**config.mk**
```make
export PLATFORM = sky130hd
export DESIGN_NAME = i2s_mic_rx
export DESIGN_NICKNAME = d
export VERILOG_FILES = /design/src/rtl/i2s_pkg.sv /design/src/rtl/i2s_full_sync_dff_module.sv /design/src/rtl/i2s_sck_gen.sv /design/src/rtl/i2s_mic_rx.sv
export SDC_FILE = /design/constraint.sdc
export NUM_CORES = 1
export LEC_CHECK = 0
export ABC_AREA = 1
export CELL_PAD_IN_SITES_DETAIL_PLACEMENT = 2
export CELL_PAD_IN_SITES_GLOBAL_PLACEMENT = 2
export CORE_AREA = 2 2 81 122
export CTS_CLUSTER_DIAMETER = 100
export CTS_CLUSTER_SIZE = 14
export DETAILED_ROUTE_END_ITERATION = 10
export DIE_AREA = 0 0 83 124
export GPL_ROUTABILITY_DRIVEN = 0
export PLACE_DENSITY_LB_ADDON = 0.2
export SKIP_LAST_GASP = 1
export SYNTH_ARGS = -nofsm -noshare
export SYNTH_HDL_FRONTEND = slang
export SYNTH_SLANG_ARGS = --single-unit
```
**constraint.sdc**
```tcl
create_clock -name clk_i -period 1.8 [get_ports clk_i]
set_clock_uncertainty 0.05 [all_clocks]
set_input_delay 0.45 -clock clk_i [delete_from_list [all_inputs] [get_ports clk_i]]
set_output_delay 0.45 -clock clk_i [all_outputs]
set_load 0.02 [all_outputs]
```
**src/rtl/i2s_pkg.sv**
```systemverilog
// Shared constants and types for the I2S microphone receiver.
package i2s_pkg;
    localparam int SLOT_W      = 32;
    localparam int FRAME_BITS  = 64;
    localparam int BITCNT_W    = $clog2(FRAME_BITS);
    localparam int CLK_DIV_MIN = 3;

    typedef enum logic {
        I2S_LEFT  = 1'b0,
        I2S_RIGHT = 1'b1
    } i2s_chan_e;
endpackage

```
**src/rtl/i2s_full_sync_dff_module.sv**
```systemverilog
// Single synchronizer stage; two in series form the sd_i synchronizer.
module i2s_full_sync_dff_module (
    input  logic clk_i,
    input  logic rst_i,
    input  logic en_i,
    input  logic d_i,
    output logic q_o
);
    logic data_q;
    logic data_d;

    always_comb begin
        data_d = data_q;
        if (rst_i) begin
            data_d = 1'b0;
        end else if (en_i) begin
            data_d = d_i;
        end
    end

    always_ff @(posedge clk_i) begin
        data_q <= data_d;
    end

    assign q_o = data_q;
endmodule

```
**src/rtl/i2s_sck_gen.sv**
```systemverilog
// Bit-clock divider, frame bit counter and word select for the I2S master.
module i2s_sck_gen
    import i2s_pkg::*;
#(
    parameter int CLK_DIV = 4
) (
    input  logic                clk_i,
    input  logic                rst_ni,
    input  logic                en_i,
    output logic                sck_o,
    output logic                ws_o,
    output logic                capture_o,
    output logic                fall_o,
    output logic [BITCNT_W-1:0] bitcnt_o
);
    logic [7:0]          div_q, div_d;
    logic                sck_q, sck_d;
    logic [BITCNT_W-1:0] bitcnt_q, bitcnt_d;
    logic                last_div;

    assign last_div = (div_q == 8'(CLK_DIV - 1));

    always_comb begin
        div_d    = div_q;
        sck_d    = sck_q;
        bitcnt_d = bitcnt_q;
        if (!en_i) begin
            div_d    = '0;
            sck_d    = 1'b0;
            bitcnt_d = '0;
        end else if (last_div) begin
            div_d = '0;
            sck_d = ~sck_q;
            if (sck_q) begin
                bitcnt_d = bitcnt_q + BITCNT_W'(1);
            end
        end else begin
            div_d = div_q + 8'd1;
        end
    end

    always_ff @(posedge clk_i or negedge rst_ni) begin
        if (!rst_ni) begin
            div_q    <= '0;
            sck_q    <= 1'b0;
            bitcnt_q <= '0;
        end else begin
            div_q    <= div_d;
            sck_q    <= sck_d;
            bitcnt_q <= bitcnt_d;
        end
    end

    // The last high-phase cycle both samples data and launches the falling edge.
    assign capture_o = en_i && sck_q && last_div;
    assign fall_o    = en_i && sck_q && last_div;
    assign sck_o     = sck_q;
    assign ws_o      = bitcnt_q[BITCNT_W-1];
    assign bitcnt_o  = bitcnt_q;
endmodule

```
**src/rtl/i2s_mic_rx.sv**
```systemverilog
// I2S master receiver: deserializes one channel of a MEMS mic into a
// signed sample handed off over valid/ready with a sticky overrun flag.
module i2s_mic_rx
    import i2s_pkg::*;
#(
    parameter int CLK_DIV  = 4,
    parameter int SAMPLE_W = 24,
    parameter int CHANNEL  = 0
) (
    input  logic                clk_i,
    input  logic                rst_ni,
    input  logic                en_i,
    input  logic                sd_i,
    output logic                sck_o,
    output logic                ws_o,
    output logic [SAMPLE_W-1:0] sample_o,
    output logic                valid_o,
    input  logic                ready_i,
    output logic                overrun_o,
    input  logic                clr_ovr_i
);
    localparam i2s_chan_e  SLOT     = (CHANNEL != 0) ? I2S_RIGHT : I2S_LEFT;
    localparam logic [4:0] LAST_POS = 5'(SAMPLE_W);

    logic                sd_meta, sd_sync;
    logic                capture, fall;
    logic [BITCNT_W-1:0] bitcnt;
    logic [4:0]          slot_pos;
    logic                in_slot, in_window, load, accept;

    logic signed [SAMPLE_W-1:0] shift_q, shift_d;
    logic signed [SAMPLE_W-1:0] sample_q, sample_d;
    logic                       valid_q, valid_d;
    logic                       ovr_q, ovr_d;

    i2s_full_sync_dff_module u_sync0 (
        .clk_i (clk_i), .rst_i (1'b0), .en_i (1'b1), .d_i (sd_i),    .q_o (sd_meta)
    );
    i2s_full_sync_dff_module u_sync1 (
        .clk_i (clk_i), .rst_i (1'b0), .en_i (1'b1), .d_i (sd_meta), .q_o (sd_sync)
    );

    i2s_sck_gen #(.CLK_DIV(CLK_DIV)) u_sck_gen (
        .clk_i     (clk_i),
        .rst_ni    (rst_ni),
        .en_i      (en_i),
        .sck_o     (sck_o),
        .ws_o      (ws_o),
        .capture_o (capture),
        .fall_o    (fall),
        .bitcnt_o  (bitcnt)
    );

    // Slot position 0 is the one-bit delay after WS changes; MSB arrives at 1.
    assign slot_pos  = bitcnt[4:0];
    assign in_slot   = (bitcnt[BITCNT_W-1] == logic'(SLOT));
    assign in_window = in_slot && (slot_pos != 5'd0) && (slot_pos <= LAST_POS);
    assign load      = fall && in_slot && (slot_pos == LAST_POS);
    assign accept    = valid_q && ready_i;

    always_comb begin
        shift_d  = shift_q;
        sample_d = sample_q;
        valid_d  = valid_q;
        ovr_d    = ovr_q;
        if (!en_i) begin
            shift_d = '0;
        end else if (capture && in_window) begin
            shift_d = (shift_q << 1) | SAMPLE_W'(sd_sync);
        end
        if (load) begin
            sample_d = shift_d;
            valid_d  = 1'b1;
        end else if (accept) begin
            valid_d = 1'b0;
        end
        if (clr_ovr_i) begin
            ovr_d = 1'b0;
        end
        if (load && valid_q && !ready_i) begin
            ovr_d = 1'b1;
        end
    end

    always_ff @(posedge clk_i or negedge rst_ni) begin
        if (!rst_ni) begin
            shift_q  <= '0;
            sample_q <= '0;
            valid_q  <= 1'b0;
            ovr_q    <= 1'b0;
        end else begin
            shift_q  <= shift_d;
            sample_q <= sample_d;
            valid_q  <= valid_d;
            ovr_q    <= ovr_d;
        end
    end

    assign sample_o  = sample_q;
    assign valid_o   = valid_q;
    assign overrun_o = ovr_q;
endmodule

```
Word level (Yosys, flattened, before mapping) --
Index checks and enable logic that the tools add are counted.
Storage, ports and cells: logic and storage cells 47, memory bits (writable) 0, bits of input ports 6, latch bits 0, flip-flop bits (word level) 67, memories kept 0, ROM bits 0, output and inout port bits 28
Cells by class: multiply operators 0, shift-type cells 0, equality and inequality tests 4, bitwise logic cells 3, div/mod/pow operators 0, $lt $le $gt $ge 1, reduce and logical (&&, ||, !) cells 15, add/sub/neg operators 2, mux-type cells 13
Operators with widths (count):
- 24-bit two-way mux | 2
- 24-bit by 1-bit OR with 24-bit output | 1
- 6-bit two-way mux | 3
- 8-bit two-way mux | 2
- 1-bit logical AND | 10
- 8-bit by 1-bit adder with 8-bit output, second input constant | 1
- 8-bit by 2-bit == test with 1-bit output, second input constant | 1
- 6-bit by 1-bit adder with 6-bit output, second input constant | 1
- 1-bit two-way mux | 6
- 5-bit == test, second input constant | 1
- 5-bit less-or-equal comparator, second input constant | 1
- 5-bit nonzero test | 1
- 2-bit by 1-bit != test with 1-bit output, second input constant | 2
- 2-bit nonzero test | 2
- 1-bit NOT | 2
- 2-bit AND reduction | 1
- 1-bit zero test | 1

Depth between registers and ports, before layout --
Gate-level depths: netlist of the first run.
depth after elaboration 7, depth in mapped cells 11, gate-level depth less buffers 10

Modules after synthesis --
A second synthesis of the first run with hierarchy kept.
Unflattened totals: cell total of the unflattened synthesis 366, area, all modules 3130.5 sq um
Modules (own cells, without submodules):
- i2s_mic_rx | instances 1, cells an instance 257, area an instance 2242.2 sq um
- i2s_sck_gen | instances 1, cells an instance 95, area an instance 798.3 sq um
- i2s_full_sync_dff_module | instances 2, cells an instance 7, area an instance 45.0 sq um

Least setup slack after synthesis of the first run --
OpenSTA, ideal clock, no wires.
path kind register to register, start point reg u_sck_gen.bitcnt_q[0], in the netlist u_sck_gen.bitcnt_o[0], end point reg shift_q[3], data arrival time 1.412 ns, library setup time 0.120 ns, setup slack 0.218 ns, stages on the path, launching flop included 10, data required time 1.630 ns, period minus slack after synthesis 1.582 ns, cell sequence dfrtp_1 inv_1 ha_1 nand2_1 nand2_1 nand2_1 nor2_4 buf_2 nand3_1 and3_1
Between the ends: cells in the longest elaborated chain, start to end 6
Ends and longest elaborated chain:
- start, declared | RTL line i2s_sck_gen.sv:18 | logic [BITCNT_W-1:0] bitcnt_q, bitcnt_d;
- start signal, assigned | RTL line i2s_sck_gen.sv:50 | bitcnt_q <= bitcnt_d;
- branches (longest 2 deep; another with 5-bit less-or-equal comparator)
- 1-bit logical AND (*) | RTL line i2s_mic_rx.sv:57 | assign in_window = in_slot && (slot_pos != 5'd0) && (slot_pos <= LAST_POS);
- 1-bit logical AND (*) | RTL line i2s_mic_rx.sv:68 | end else if (capture && in_window) begin
- 24-bit two-way mux (*) | RTL line i2s_mic_rx.sv:68
- 24-bit two-way mux (*) | RTL line i2s_mic_rx.sv:66 | if (!en_i) begin
- named net shift_d[3] | RTL line i2s_mic_rx.sv:31 | logic signed [SAMPLE_W-1:0] shift_q, shift_d;
- end signal, assigned | RTL line i2s_mic_rx.sv:92 | shift_q <= shift_d;
- end, declared | RTL line i2s_mic_rx.sv:31
Mark *: on every way through the listed nets, which the timed path passes. A chain may end at the register's enable or synchronous reset.

Worst setup path in the final report of the first run --
start point reg u_sck_gen.bitcnt_q[0], in the netlist u_sck_gen.bitcnt_o[0], end point reg shift_q[18]
Same word-level chain as after synthesis.

==> key figures, run 1 <==
Run status
  – Status: complete, but fails checks
  – Violations in the final reports: negative setup slack

Worst setup path
  – Element type at the critical path start: register
  – Endpoint required time on the critical path: approximately 2000 ps
  – Worst Path Arrival: 2040 ps
  – Element type at the critical path end: register
  – CP max FO: 6
  – Worst R2R Path Depth: 10
  – Type of the worst setup path: reg -> reg

GRT
  – Number of global-route vias before repair: ~2,800
  – Global-route total usage across every layer: 17.8%
  – Maximum number of pins on one net before global-route repair: between 60 and 70
  – Sum of overflow across all layers after global routing: 0
  – Antenna violations before repair: 0
  – Wire length of the first global-routing pass: 14,100 um

Clocking
  – Clock tree from TritonCTS: built
  – CTS Buf Count: 9
  – Hold-fix buffers, CTS: 0
  – Number of H-tree levels: 3
  – Source-to-sink clock delay at the later pin of the worst-skew pair: 340 ps
  – Clock slew at the register clock pins of the worst setup and hold paths: 60 ps
  – Clock net sink count: 67
  – Buffers from clock root to sink, at most: 2
  – Library cell used as clock root buffer: sky130_fd_sc_hd__clkbuf_16

Synth
  – Most instantiated cells after synthesis: sky130_fd_sc_hd__nand2_1 (90), sky130_fd_sc_hd__dfrtp_1 (65), sky130_fd_sc_hd__inv_1 (41)
  – Dominant register cell in the synthesized netlist: sky130_fd_sc_hd__dfrtp_1
  – Cell with the most instances after synthesis: sky130_fd_sc_hd__nand2_1
  – Warnings, synthesis: 0
  – Adder-cell share of the synthesized area: 1.23%
  – Fraction of the yosys area taken by sequential cells: between 50% and 60%
  – Number of synthesized flops with an enable pin: 0
  – Portion of netlist area occupied by mux cells: 0%
  – Number of distinct standard cells referenced by the synthesized netlist: 30
  – Gate count of the mapped netlist: 341
  – Parity-gate share of the synthesized area counting xor and xnor cells: 1.14%
  – Syn Std Cell Area: ~3100 sq um
  – Combinational family with the most area after synthesis: simple AND/OR/NAND/NOR gates
  – Synth top area cells: sky130_fd_sc_hd__dfrtp_1 (53%), sky130_fd_sc_hd__nand2_1 (11%), sky130_fd_sc_hd__nand4_1 (5.1%)
  – Simple-gate share of the synthesized area: 31.7%
  – Share of the synthesized area in the top cell type: ~53%
  – Post-Syn Area per Cell: 8.98 sq um
  – Fraction of the mapped netlist area in compound gates: under 10%
  – Number of synthesized register bits: 67
  – Fraction of synthesis flops using an asynchronous set or reset pin: between 90% and 100%
  – Synth Net Count: 350
  – Cell taking the most area after synthesis: sky130_fd_sc_hd__dfrtp_1

Floorplan
  – Effective utilization at floorplan: 33.3%
  – Horizontal die dimension: 83 um
  – Placement Rows: 43
  – DIE HEIGHT: approximately 120 um
  – Core Box Area: 9200 sq um
  – Total die area: 10,300 sq um
  – Io pins: 34

Hold path
  – Min-delay worst type: in -> async

Timing
  – Final count of hold timing violations: 0
  – Slack of the critical path: -67.7 ps
  – Slew at the pin closest to its max-slew limit: 353 ps
  – Max-slew violation total from the final report: 0
  – Final worst path period share: 104%
  – Setup repair after global routing missed its margin: true
  – Fin crit period: ~1900 ps
  – Final-report setup violation count: 36
  – Hold Slack: around 69 ps
  – Max transition margin: about 76%
  – Max Clk Rate: roughly 540 MHz

Power and ir drop
  – Switching power: ~0.00076 W
  – Combinational group share of total power: between 5 and 6%
  – Ratio of total power to cell area: roughly 830 nW/um^2
  – Share of power burned in the clock network: 51.5%
  – Switching Share: 21.5%
  – Peak supply drop: roughly 560 uV
  – Share of total power in sequential cells: 43.3%
  – Power, Total: 0.00354 W
  – Cell Int Power: 0.00277 W
  – Leakage: 2.35 nW

Final layout
  – Share of post-route cells with drive strength above 1: 20.6%
  – Number of standard cells in the layout, taps in and fillers out: between 500 and 600
  – # diodes: 0
  – Post-layout net count: roughly 410
  – Area Overhead vs Synth: 38.8%
  – Post-Route Utilization: 46.2%

Detailed routing
  – Routed wire length per instance: 19.5 um
  – Total routed wirelength: a little over 10,000 um
  – Routed vias: ~2,600
  – Drt drc: 0
  – 1st-pass router iterations: 4
  – Antenna-violating nets left: 0
  – Iteration-0 DRC count of the detailed router: 129
  – Vias per inst: 5.14

Place
  – Total placed cells including tap cells: 486
  – Port Buffer Count: 33
  – Post-DP HPWL: roughly 5400 um
  – Placement-stage worst setup slack: -305 ps

Flow run
  – Number of maximum-capacitance constraint violations: 0
## final timing paths
check,startpoint,end,slack [ps]
max,u_sck_gen.bitcnt_o[0]$_DFFE_PN0P_,shift_q[18]$_DFF_PN0_,-70
min,rst_ni,u_sck_gen.div_q[4]$_DFF_PN0_,70
max reg2reg,u_sck_gen.bitcnt_o[0]$_DFFE_PN0P_,shift_q[18]$_DFF_PN0_,-70
min reg2reg,u_sync0.q_o$_DFF_P_,u_sync1.q_o$_DFF_P_,270
max in group asynchronous,rst_ni,sample_o[15]$_DFFE_PN0P_,1340
min in group clk_i,u_sync0.q_o$_DFF_P_,u_sync1.q_o$_DFF_P_,270
## critical path, cell delays in order (launching register included)
cell and delay (ps):
sky130_fd_sc_hd__dfrtp_1 410, sky130_fd_sc_hd__inv_1 100, sky130_fd_sc_hd__ha_2 200, sky130_fd_sc_hd__nand2_2 80, sky130_fd_sc_hd__nand2_2 90, sky130_fd_sc_hd__nand2_2 70, sky130_fd_sc_hd__nor2_4 130, sky130_fd_sc_hd__buf_12 160
sky130_fd_sc_hd__clkbuf_16 180, sky130_fd_sc_hd__nand3_2 100, sky130_fd_sc_hd__and3_1 190
## through the flow
step | area [sq um] | setup TNS, ps
6_report | 4250 | -986
4_1_cts | 3870 | -26.0
5_1_grt | 4250 | -5240
3_5_place_dp | 3560 | -12770
2_1_floorplan | 3060 | 0
3_3_place_gp | 3560 | -10350
## routing by layer
layer / share of wire (%) / track usage (%) / vias to the layer above
met2: 55 / 32.1 / 41
met3: 2.9 / 4.17 / 21
met4: 3.1 / 8.20 / 0
met1: 39 / 19.9 / 1367
met5: 0 / 0 / -
li1: - / - / 1218
## layout make-up
cell class	count	area [sq um]
Clock inverter	2	35.0
Clock buffer	14	274
Sequential cell	67	1670
Inverter	43	164
Fill cell	1004	4950
Timing Repair Buffer	61	677
Multi-Input combinational cell	216	1290
Tap cell	112	140
## kinds of logic after synthesis
kind of cell,Yosys count
xor gates and xnor gates,4
buffers and inverters,59
AOI/OAI and AO/OA,12
DFF,67
and+or+nand+nor,196
adders and majority gates,3
## power groups by stage
stage / sequential (W) / combinational, W / clock (W)
2_1_floorplan: 0.00156 / 0.0000557 / 0
3_3_place_gp: 0.00155 / 0.000142 / 0
3_5_place_dp: 0.00156 / 0.000146 / 0
4_1_cts: 0.00153 / 0.000148 / 0.00188
5_1_grt: 0.00153 / 0.000200 / 0.00194
6_report: 0.00153 / 0.000183 / 0.00182
## sequential cells by signal, indices dropped and copies added (netlist names)
register	flops
u_sync1.q_o	1
u_sck_gen.bitcnt_o	6
u_sck_gen.sck_o	1
shift_q	24
overrun_o	1
u_sync0.q_o	1
valid_o	1
sample_o	24
u_sck_gen.div_q	8
## repair_timing
| item | in CTS | in global routing |
|---|---|---|
| buffers inserted | 0 | 7 |
| cloned | 0 | 6 |
| gates resized for setup | 30 | 43 |
| endpoints found under the setup margin | 50 | 55 |
| pin swaps | 1 | 31 |
## placed cells by master (no fill, tap or decap), types with 5 or more instances in the layout
master / Yosys / layout
sky130_fd_sc_hd__nor2_1: 14 / 12
sky130_fd_sc_hd__nand2_2: 1 / 6
sky130_fd_sc_hd__dlymetal6s2s_1: 0 / 5
sky130_fd_sc_hd__nand3_1: 28 / 13
sky130_fd_sc_hd__buf_4: 5 / 13
sky130_fd_sc_hd__inv_1: 41 / 40
sky130_fd_sc_hd__nand4_1: 25 / 25
sky130_fd_sc_hd__nand3_2: 0 / 13
sky130_fd_sc_hd__nor3b_1: 5 / 5
sky130_fd_sc_hd__and3_1: 24 / 22
sky130_fd_sc_hd__dlygate4sd2_1: 0 / 23
sky130_fd_sc_hd__nand2_1: 90 / 85
sky130_fd_sc_hd__clkbuf_16: 0 / 13
sky130_fd_sc_hd__dfrtp_1: 65 / 64
Note: power is estimated with default switching activity, not from simulation.
==> run 2: changes to the inputs <==
--- a/config.mk
+++ b/config.mk
@@ -6,16 +6,18 @@
 export NUM_CORES = 1
 export LEC_CHECK = 0
 export ABC_AREA = 1
+export CAP_MARGIN = 40
 export CELL_PAD_IN_SITES_DETAIL_PLACEMENT = 2
 export CELL_PAD_IN_SITES_GLOBAL_PLACEMENT = 2
-export CORE_AREA = 2 2 81 122
+export CORE_AREA = 2 2 82 123
 export CTS_CLUSTER_DIAMETER = 100
 export CTS_CLUSTER_SIZE = 14
 export DETAILED_ROUTE_END_ITERATION = 10
-export DIE_AREA = 0 0 83 124
+export DIE_AREA = 0 0 84 125
 export GPL_ROUTABILITY_DRIVEN = 0
 export PLACE_DENSITY_LB_ADDON = 0.2
 export SKIP_LAST_GASP = 1
 export SYNTH_ARGS = -nofsm -noshare
 export SYNTH_HDL_FRONTEND = slang
+export SYNTH_HIERARCHICAL = 1
 export SYNTH_SLANG_ARGS = --single-unit
==> key figures, run 2 <==
Power and ir drop
  – Ratio of total power to cell area: 765 nW/um^2 (-8.0%)
  – Share of total power in sequential cells: 44.9% (+1.6 points)
  – Switching power: 0.000825 W (+8.3%)
  – Leakage: 2.47 nW (+5.0%)
  – Switching Share: 24.1% (+2.6 points)
  – Combinational group share of total power: 6.4% (+1.2 points)
  – Peak supply drop: 555 uV (-0.96%)
  – Cell Int Power: 0.00259 W (-6.6%)
  – Share of power burned in the clock network: 48.7% (-2.8 points)

Detailed routing
  – Antenna-violating nets left: 0 (unchanged)
  – Routed wire length per instance: 19.5 um (-0.26%)
  – 1st-pass router iterations: 4 (unchanged)
  – Iteration-0 DRC count of the detailed router: 137 (+6.2%)
  – Routed vias: 2,888 (+9.1%)
  – Drt drc: 0 (unchanged)
  – Total routed wirelength: 10,800 um (+7.3%)
  – Vias per inst: 5.21 (+1.4%)

Place
  – Post-DP HPWL: 6190 um (+15%)
  – Port Buffer Count: 33 (unchanged)
  – Placement-stage worst setup slack: -357 ps (-51.8 ps)
  – Total placed cells including tap cells: 526 (+8.2%)

Final layout
  – Most common cell after layout, fill and taps aside: sky130_fd_sc_hd__nand2_1
  – # diodes: 0 (unchanged)
  – Number of standard cells in the layout, taps in and fillers out: 554 (+7.6%)
  – Post-Route Utilization: 46.9% (+0.67 points)
  – Most frequent cells in the layout: sky130_fd_sc_hd__nand2_1 (94), sky130_fd_sc_hd__dfrtp_1 (65), sky130_fd_sc_hd__nand3_1 (29)
  – Area Overhead vs Synth: 42.6%
  – Post-layout net count: 442 (+8.6%)
  – Filler Cells Inserted: 1,023 (+1.9%)
  – Share of post-route cells with drive strength above 1: 27.6% (+7.0 points)

Clocking
  – Number of H-tree levels: 3 (unchanged)
  – Library cell used as clock root buffer: sky130_fd_sc_hd__clkbuf_16
  – Clock tree from TritonCTS: built
  – Clock net sink count: 67 (unchanged)
  – Buffers from clock root to sink, at most: 2 (unchanged)
  – Source-to-sink clock delay at the later pin of the worst-skew pair: 330 ps (about the same)
  – CTS Buf Count: 9 (unchanged)
  – Clock slew at the register clock pins of the worst setup and hold paths: 60 ps (about the same)

Synth
  – Warnings, synthesis: 6 (+6)
  – Synth top area cells: sky130_fd_sc_hd__dfrtp_1 (52%), sky130_fd_sc_hd__nand2_1 (15%), sky130_fd_sc_hd__nand3_1 (5.6%)
  – Post-Syn Area per Cell: 8.55 sq um (-4.8%)
  – Fraction of the yosys area taken by sequential cells: 53.2% (-1.2 points)
  – Gate count of the mapped netlist: 366 (+7.3%)
  – Number of synthesized flops with an enable pin: 0 (unchanged)
  – Number of distinct standard cells referenced by the synthesized netlist: 30 (unchanged)
  – Number of synthesized register bits: 67 (unchanged)
  – Syn Std Cell Area: 3130 sq um (+2.2%)
  – Dominant register cell in the synthesized netlist: sky130_fd_sc_hd__dfrtp_1
  – Fraction of synthesis flops using an asynchronous set or reset pin: 97.0% (unchanged)
  – Share of the synthesized area in the top cell type: 52.0% (-1.1 points)
  – Cell taking the most area after synthesis: sky130_fd_sc_hd__dfrtp_1
  – Most instantiated cells after synthesis: sky130_fd_sc_hd__nand2_1 (127), sky130_fd_sc_hd__dfrtp_1 (65), sky130_fd_sc_hd__nand3_1 (35)
  – Cell with the most instances after synthesis: sky130_fd_sc_hd__nand2_1

Timing
  – Slack of the critical path: -292 ps (-224 ps)
  – Setup repair after global routing missed its margin: true
  – Max-slew violation total from the final report: 0 (unchanged)
  – Max Clk Rate: 478 MHz (-11%)
  – Final-report setup violation count: 50 (+39%)
  – Fin crit period: 2090 ps (+224 ps)
  – Final worst path period share: 116% (+12 points)
  – Final count of hold timing violations: 0 (unchanged)

Floorplan
  – Core Box Area: 9520 sq um (+3.5%)
  – Io pins: 34 (unchanged)
  – Effective utilization at floorplan: 32.9% (-0.42 points)
  – DIE HEIGHT: 125 um (+0.81%)
  – Placement Rows: 44 (+2.3%)
  – Horizontal die dimension: 84 um (+1.2%)
  – Total die area: 10,500 sq um (+2.0%)

Worst setup path
  – Element type at the critical path start: register
  – Worst Path Arrival: 2260 ps (+220 ps)
  – Type of the worst setup path: reg -> reg
  – CP max FO: 6 (unchanged)
  – Element type at the critical path end: register
  – Endpoint required time on the critical path: 1970 ps (about the same)

Run status
  – Violations in the final reports: negative setup slack
  – Status: complete, but fails checks

GRT
  – Maximum number of pins on one net before global-route repair: 37 (-44%)
  – Antenna violations before repair: 0 (unchanged)
  – Sum of overflow across all layers after global routing: 0 (unchanged)
  – Number of global-route vias before repair: 3,274 (+16%)
  – Global-route total usage across every layer: 19.3% (+1.6 points)
  – Wire length of the first global-routing pass: 15,900 um (+13%)

Flow run
  – Number of maximum-capacitance constraint violations: 0 (unchanged)

Hold path
  – Min-delay worst type: reg -> reg
run 2: changes by cell type after synthesis, sizes merged, moves of 2 or more:
cell | previous run | this run
and3 | 24 | 0
nor3b | 5 | 2
inv | 43 | 21
nand3 | 28 | 38
conb | 0 | 2
a22o | 3 | 0
o21ai | 4 | 0
a21oi | 3 | 26
nor2 | 17 | 22
nand2 | 93 | 129
buf | 11 | 15
run 2: critical path, stage by stage, from the launching register on:
cell                        delay [ps]
sky130_fd_sc_hd__dfrtp_1           390
sky130_fd_sc_hd__ha_4              170
sky130_fd_sc_hd__nand2_4            50
sky130_fd_sc_hd__nor2_4            110
sky130_fd_sc_hd__nand3_4            90
sky130_fd_sc_hd__nor2_4            160
sky130_fd_sc_hd__inv_2              70
sky130_fd_sc_hd__nor2_4            200
sky130_fd_sc_hd__nand3_4           180
sky130_fd_sc_hd__clkbuf_16         230
sky130_fd_sc_hd__nand2_4            70
sky130_fd_sc_hd__nand2_2            50
sky130_fd_sc_hd__nand3_1            70
sky130_fd_sc_hd__nand2_1            60
run 2: path summary, 6_finish.rpt:
| path | depth (start not counted) | end | slack [ps] | from |
|---|---|---|---|---|
| min reg2reg | 2 | sample_o[9]$_DFFE_PN0P_ | 420 | sample_o[9]$_DFFE_PN0P_ |
| min in group asynchronous | 2 | sample_o[14]$_DFFE_PN0P_ | 540 | rst_ni |
| max | 13 | sample_o[20]$_DFFE_PN0P_ | -290 | u_sck_gen/div_q[1]$_DFF_PN0_ |
| max reg2reg | 13 | sample_o[20]$_DFFE_PN0P_ | -290 | u_sck_gen/div_q[1]$_DFF_PN0_ |
| min | 2 | sample_o[9]$_DFFE_PN0P_ | 420 | sample_o[9]$_DFFE_PN0P_ |
| max in group asynchronous | 3 | shift_q[0]$_DFF_PN0_ | 610 | rst_ni |
run 2: what timing repair did:
item                                   CTS  global route
buffers inserted                         4             5
gates resized for setup                 26            70
setup endpoints to repair               66            62
endpoints found under the hold margin    2             0
pin swaps                               26            22
hold buffers                             1             0
cloned                                   1             3
run 2: routing by layer:
metal	up-vias	track usage [%]	part of all wire [%]
met2	40	38.1	57
li1	1327	-	-
met3	10	3.63	2.2
met1	1511	20.0	39
met4	0	6.36	1.5
met5	-	0	0
run 2: area by class of cell:
cell class / instances / area, sq um / area share, %
flip-flops and latches: 67 / 1670 / 37.3
repair buffers: 74 / 774 / 17.3
inverters: 21 / 95.1 / 2.13
clock buffers: 11 / 253 / 5.66
multi-input cells: 261 / 1500 / 33.7
well taps: 115 / 144 / 3.22
clock inverters: 5 / 27.5 / 0.617
run 2: logic make-up after synthesis:
logic type	synth area share, %
other cells	0.240
compound gates	4.76
buf+inv	6.79
fa+ha+maj	0.799
flops	53.2
xor+xnor	1.40
simple gates	32.8
run 2: per-stage QoR:
step                TNS [ps]  power, W  instance area (sq um)  hold slack [ps]
floorplan              -8270   0.00164                   3190              104
global placement       -9660   0.00175                   3790              359
detailed placement    -13480   0.00175                   3790              357
CTS                    -5450   0.00345                   4160              430
global route          -16380   0.00355                   4460              453
finish                -10350   0.00342                   4460              423
run 2: power by group through the flow:
stage | clock network, W | registers, W | logic [W]
6_report | 0.00166 | 0.00154 | 0.000217
3_3_place_gp | 0 | 0.00156 | 0.000186
3_5_place_dp | 0 | 0.00156 | 0.000193
2_1_floorplan | 0 | 0.00156 | 0.0000810
5_1_grt | 0.00177 | 0.00154 | 0.000242
4_1_cts | 0.00171 | 0.00153 | 0.000206
